<file path="config.mk">
export PLATFORM = sky130hd
export DESIGN_NAME = uart_rx_packer
export DESIGN_NICKNAME = d
export VERILOG_FILES = /design/src/rtl/uart_rx_packer.sv
export SDC_FILE = /design/constraint.sdc
export NUM_CORES = 1
export LEC_CHECK = 0
export ABC_AREA = 1
export CAP_MARGIN = 20
export CELL_PAD_IN_SITES_DETAIL_PLACEMENT = 1
export CELL_PAD_IN_SITES_GLOBAL_PLACEMENT = 1
export CORE_MARGIN = 2
export CORE_UTILIZATION = 45
export DETAILED_ROUTE_END_ITERATION = 12
export DONT_BUFFER_PORTS = 1
export PLACE_DENSITY_LB_ADDON = 0.1
export SYNTH_ARGS = -nofsm -noshare
export SYNTH_HDL_FRONTEND = slang
export SYNTH_SLANG_ARGS = --single-unit
</file>
<file path="constraint.sdc">
create_clock -name clk -period 2 [get_ports clk]
set_input_delay 0.4 -clock clk [delete_from_list [all_inputs] [get_ports clk]]
set_output_delay 0.4 -clock clk [all_outputs]
set_load 0.03 [all_outputs]
</file>
<file path="src/rtl/uart_rx_packer.sv">
// 8N1 UART receiver that packs four consecutive bytes (first byte in [31:24])
// into a word presented on a one-deep valid/ready output register.
module uart_rx_packer #(
  parameter int CLKS_PER_BIT = 868,
  parameter int TIMEOUT_BITS = 20
) (
  input  logic        clk,
  input  logic        rst,
  input  logic        uart_rx,
  output logic [31:0] Tx_data,
  output logic        Tx_valid,
  input  logic        Tx_ready,
  output logic        frame_err,
  output logic        overrun,
  output logic        busy
);

  localparam logic [2:0] S_IDLE      = 3'd0;
  localparam logic [2:0] S_START     = 3'd1;
  localparam logic [2:0] S_DATA      = 3'd2;
  localparam logic [2:0] S_STOP      = 3'd3;
  localparam logic [2:0] S_WAIT_HIGH = 3'd4;

  localparam int CW     = $clog2(CLKS_PER_BIT);
  localparam int TO_CYC = TIMEOUT_BITS * CLKS_PER_BIT;
  localparam int TW     = $clog2(TO_CYC + 1);

  localparam logic [CW-1:0] HALF_M1 = CW'(CLKS_PER_BIT / 2 - 1);
  localparam logic [CW-1:0] FULL_M1 = CW'(CLKS_PER_BIT - 1);
  localparam logic [TW-1:0] TO_LAST = TW'(TO_CYC - 1);

  logic          sync1, rxs;
  logic [2:0]    state;
  logic [CW-1:0] cnt;
  logic [2:0]    bit_idx;
  logic [7:0]    sr;
  logic [1:0]    byte_count;
  logic [23:0]   part;
  logic [TW-1:0] to_cnt;

  logic expiry, good_stop, bad_stop, word_done, accept;

  assign expiry    = (cnt == '0);
  assign good_stop = (state == S_STOP) && expiry && rxs;
  assign bad_stop  = (state == S_STOP) && expiry && !rxs;
  assign word_done = good_stop && (byte_count == 2'd3);
  assign accept    = !Tx_valid || Tx_ready;
  assign busy      = (state != S_IDLE) || (byte_count != 2'd0);

  always_ff @(posedge clk) begin
    if (rst) begin
      sync1 <= 1'b1;
      rxs   <= 1'b1;
    end else begin
      sync1 <= uart_rx;
      rxs   <= sync1;
    end
  end

  // Bit-timing FSM: counter reloads at each sample point, mid-bit after START.
  always_ff @(posedge clk) begin
    if (rst) begin
      state   <= S_IDLE;
      cnt     <= '0;
      bit_idx <= '0;
      sr      <= '0;
    end else begin
      case (state)
        S_IDLE: if (!rxs) begin
          cnt   <= HALF_M1;
          state <= S_START;
        end
        S_START: if (expiry) begin
          if (!rxs) begin
            cnt     <= FULL_M1;
            bit_idx <= '0;
            state   <= S_DATA;
          end else begin
            state <= S_IDLE;
          end
        end else begin
          cnt <= cnt - 1'b1;
        end
        S_DATA: if (expiry) begin
          sr  <= {rxs, sr[7:1]};
          cnt <= FULL_M1;
          if (bit_idx == 3'd7) state <= S_STOP;
          bit_idx <= bit_idx + 1'b1;
        end else begin
          cnt <= cnt - 1'b1;
        end
        S_STOP: if (expiry) begin
          state <= rxs ? S_IDLE : S_WAIT_HIGH;
        end else begin
          cnt <= cnt - 1'b1;
        end
        S_WAIT_HIGH: if (rxs) state <= S_IDLE;
        default: state <= S_IDLE;
      endcase
    end
  end

  // Byte packing and idle timeout; timeout only runs while a partial word is held.
  always_ff @(posedge clk) begin
    if (rst) begin
      byte_count <= '0;
      part       <= '0;
      to_cnt     <= '0;
    end else begin
      if (good_stop) begin
        case (byte_count)
          2'd0:    part[23:16] <= sr;
          2'd1:    part[15:8]  <= sr;
          2'd2:    part[7:0]   <= sr;
          default: ;
        endcase
        byte_count <= byte_count + 2'd1;
        to_cnt     <= TW'(1);
      end else if (bad_stop) begin
        byte_count <= '0;
      end else if (state != S_IDLE) begin
        to_cnt <= '0;
      end else if (byte_count != 2'd0) begin
        if (to_cnt == TO_LAST) begin
          byte_count <= '0;
          to_cnt     <= '0;
        end else begin
          to_cnt <= to_cnt + 1'b1;
        end
      end
    end
  end

  always_ff @(posedge clk) begin
    if (rst) begin
      Tx_data   <= '0;
      Tx_valid  <= 1'b0;
      frame_err <= 1'b0;
      overrun   <= 1'b0;
    end else begin
      frame_err <= bad_stop;
      overrun   <= word_done && !accept;
      if (word_done && accept) begin
        Tx_data  <= {part, sr};
        Tx_valid <= 1'b1;
      end else if (Tx_valid && Tx_ready) begin
        Tx_valid <= 1'b0;
      end
    end
  end

endmodule

</file>
==> results of run 1 <==
through the flow:
stage / total power, µW / utilization [%] / hold WS (ns)
floorplan: 3830 / - / 0.389
global placement: 4260 / 48.5 / 0.402
detailed placement: 4350 / 48.5 / 0.406
CTS: 5580 / 50.2 / 0.0628
global route: 6000 / 50.7 / 0.0662
finish: 5590 / 50.7 / 0.0798
Yosys cell counts:
cell type    n
inv_2        2
nor2_4       3
a31oi_1      2
and2_4       1
nand2_1    117
dfxtp_1    102
nor3_1       5
nand3_2      1
nor2_1     188
nand3_4      1
inv_1       82
o31ai_1      1
o21ai_0     54
a21oi_1     28
nand4_1     36
nor2_2       5
nand2_4      1
nand2_2      3
buf_1        3
xor2_1       4
a21boi_1     1
nand3_1     25
buf_6        4
buf_4        3
buf_2        3
nor2_8       2
ha_1         9
clkinv_1     1
or2_2        2
clkbuf_1    13
cell type report:
type / instances / area [µm²] / area share (%)
tap: 136 / 170 / 3.25
inverter: 85 / 319 / 6.09
timing repair buffer: 22 / 215 / 4.11
clock buffer: 10 / 128 / 2.44
multi-input combinational: 490 / 2320 / 44.3
sequential: 102 / 2040 / 39.0
clock inverter: 6 / 43.8 / 0.836
worst paths after layout:
kind              cells after the start                     to  slack, ns
setup / recovery                      5                   busy       0.11
hold / removal                        1    cnt[9]$_SDFFE_PP0P_       0.08
setup reg to reg                     11  part[19]$_SDFFE_PP0P_       0.15
hold reg to reg                       1         rxs$_SDFF_PP1_       0.43
sequential cells by signal, summed over array words and instances (netlist names), 2 cells and up:
signal,count
Tx_data,32
part,24
to_cnt,15
cnt,10
sr,8
bit_idx,3
state,3
byte_count,2
per-layer routing:
layer  track usage (%)  vias to the layer above
met5                 0                        -
met4              8.81                        0
met3              3.10                       15
met2              37.1                       53
met1              29.8                     2101
li1                  -                     2233
cell families after synthesis:
family | Yosys count | share of synthesized area (%)
compound gates | 86 | 9.14
xor+xnor | 4 | 0.731
fa+ha+maj | 9 | 2.35
buf+inv | 111 | 9.63
flops | 102 | 42.6
simple gates | 390 | 35.6
timing repair:
action / CTS / global route
setup buffers: 0 / 3
resized for setup: 1 / 6
pin swaps: 0 / 4
setup endpoints to repair: 1 / 47
gates cloned: 0 / 1
hold buffers: 0 / 0
power breakdown:
group          total (µW)  switching, µW  internal, µW
logic                2020           1340           676
clock network        1230            764           464
registers            2340            170          2170
total                5590           2280          3310
placed cells by master, fill, tap and decap left out, drive strengths merged, types with 2 or more instances in the layout:
cell	instances
clkbuf	10
buf	22
nand3	27
nand4	36
inv	86
ha	9
nand2	121
clkinv	4
xor2	4
dfxtp	102
a31oi	2
nor3	5
or2	2
a21oi	28
nor2	199
o21ai	54
==> metrics.csv, run 1 <==
stage,metric,value,unit
sta,max-slew violations,0,
clocking,Num Clock Sinks,102,
clocking,clk_lat worst skew,0.38,ns
synth,syn nets,715,
sta,Worst Tran Pin Value,0.468,ns
sta,# setup viols final,0,
final_layout,"Cell Count, Final, Fillers Out",851,
synth,"Seq/Total Area, Yosys",42.6,%
die,die width,107,µm
worst_hold_path,Hold Crit Start,rst,
placement,RePlAce Congestion,0.873,
synth,top area cells in the synthesized netlist,"dfxtp_1, nor2_1, nand2_1, inv_1, o21ai_0",
setup_path,CP Capture Type,output port,
final_layout,design area,5240,µm²
setup_path,CP top delay family,simple AND/OR/NAND/NOR gates,
grt,number of global-route vias before repair,4473,
sta,min Tclk post-route,1.89,ns
die,Die Ht,107,µm
setup_path,slowest CP cell,dfxtp_1,
synth,Synth Instances,702,
placement,pre-CTS setup slack,0.0854,ns
clocking,CTS tree,done,
drt,final wirelength,12500,µm
sta,Worst slew margin,68.6,%
drt,met3 WL,295,µm
die,Die ar.,11500,µm²
pwr,leak pwr,0.00224,µW
synth,cell taking the most area after synthesis,dfxtp_1,
drt,WL met1,6120,µm
sta,Fin Setup TNS,0,ns
status,outcome,completed,
sta,Peak Freq,530,MHz
clocking,Clock transition at path regs,0.10,ns
drt,DRT Pass-1 Iters,6,
sta,final hold vios,0,
die,floorplan core area,10300,µm²
drt,WL/cell,14.7,µm
grt,antenna violations before repair,0,
setup_path,worst-path cell chain,nor2_4 > nand2_1 > inv_2 > nand2_1 > buf_4,
placement,DP Wirelength,8870,µm
setup_path,Worst path max stage delay,0.38,ns
clocking,Root Buffer,clkbuf_8,
die,initial core utilization,46.4,%
synth,register bit total from synthesis,102,
drt,Final ANT Viol Nets,0,
final_layout,Area Growth Syn to Fin,9.29,%
placement,area post-placement,5000,µm²
clocking,CTS H-tree lvls,3,
setup_path,Worst Path Buf+Inv,2,
setup_path,WP data arrival,1.49,ns
grt,overall routing resource usage,22.5,%
drt,metal2 WL,5900,µm
clocking,clk buf depth,2,
sta,clk_skew,0.0163,ns
drt,Top Metal Used,met4,
grt,GRT overflow,0,
final_layout,share of cells above drive strength 1,9.09,%
sta,Final WS setup,0.112,ns
flow_run,max cap viols,0,
setup_path,Setup CP Type,register to output port,
drt,DR vias/cell,5.17,
drt,detailed-route via count,4402,
setup_path,Startpoint Class,register,
setup_path,Crit path top cell by count,nand2_1,
synth,post-synth top area share,42.6,%
pwr,VDD IR max,0.509,mV
setup_path,Critical Path RT,1.60,ns
die,number of placed I/O pins,40,
pwr,Power Density,1070,nW/µm²
setup_path,Crit Path Max Fanout,6,
drt,initial DRC count,164,
sta,unrepaired setup endpoints after global routing,true,
final_layout,# nets final,723,
die,# rows,37,
final_layout,diode count,0,
synth,Mapped Area,4790,µm²
grt,largest net degree at the start of global routing,36,
clocking,total CTS buffers,9,
sta,final period utilization,94.4,%
placement,port buffer count,0,
synth,Syn Area/Cell,6.83,µm²
setup_path,worst flop-to-flop path startpoint,cnt[0]$_SDFFE_PP0P_,
setup_path,CP startpoint,state[0]$_SDFFE_PP0P_,
worst_hold_path,HP Class,input port to register,
placement,placed cell count,831,
synth,Yosys cell types,30,
grt,first-pass GRT wire length,20900,µm
synth,Yosys warning total,0,
drt,DRC Markers,0,
final_layout,Fillers,1375,
No activity file was read; power rests on OpenSTA's default activity.
==> run 2, diff against run 1 <==
- HOLD_SLACK_MARGIN: unset -> 0.05
==> results of run 2 <==
No change in the layout: final DEF, timing and power equal those of run 1.
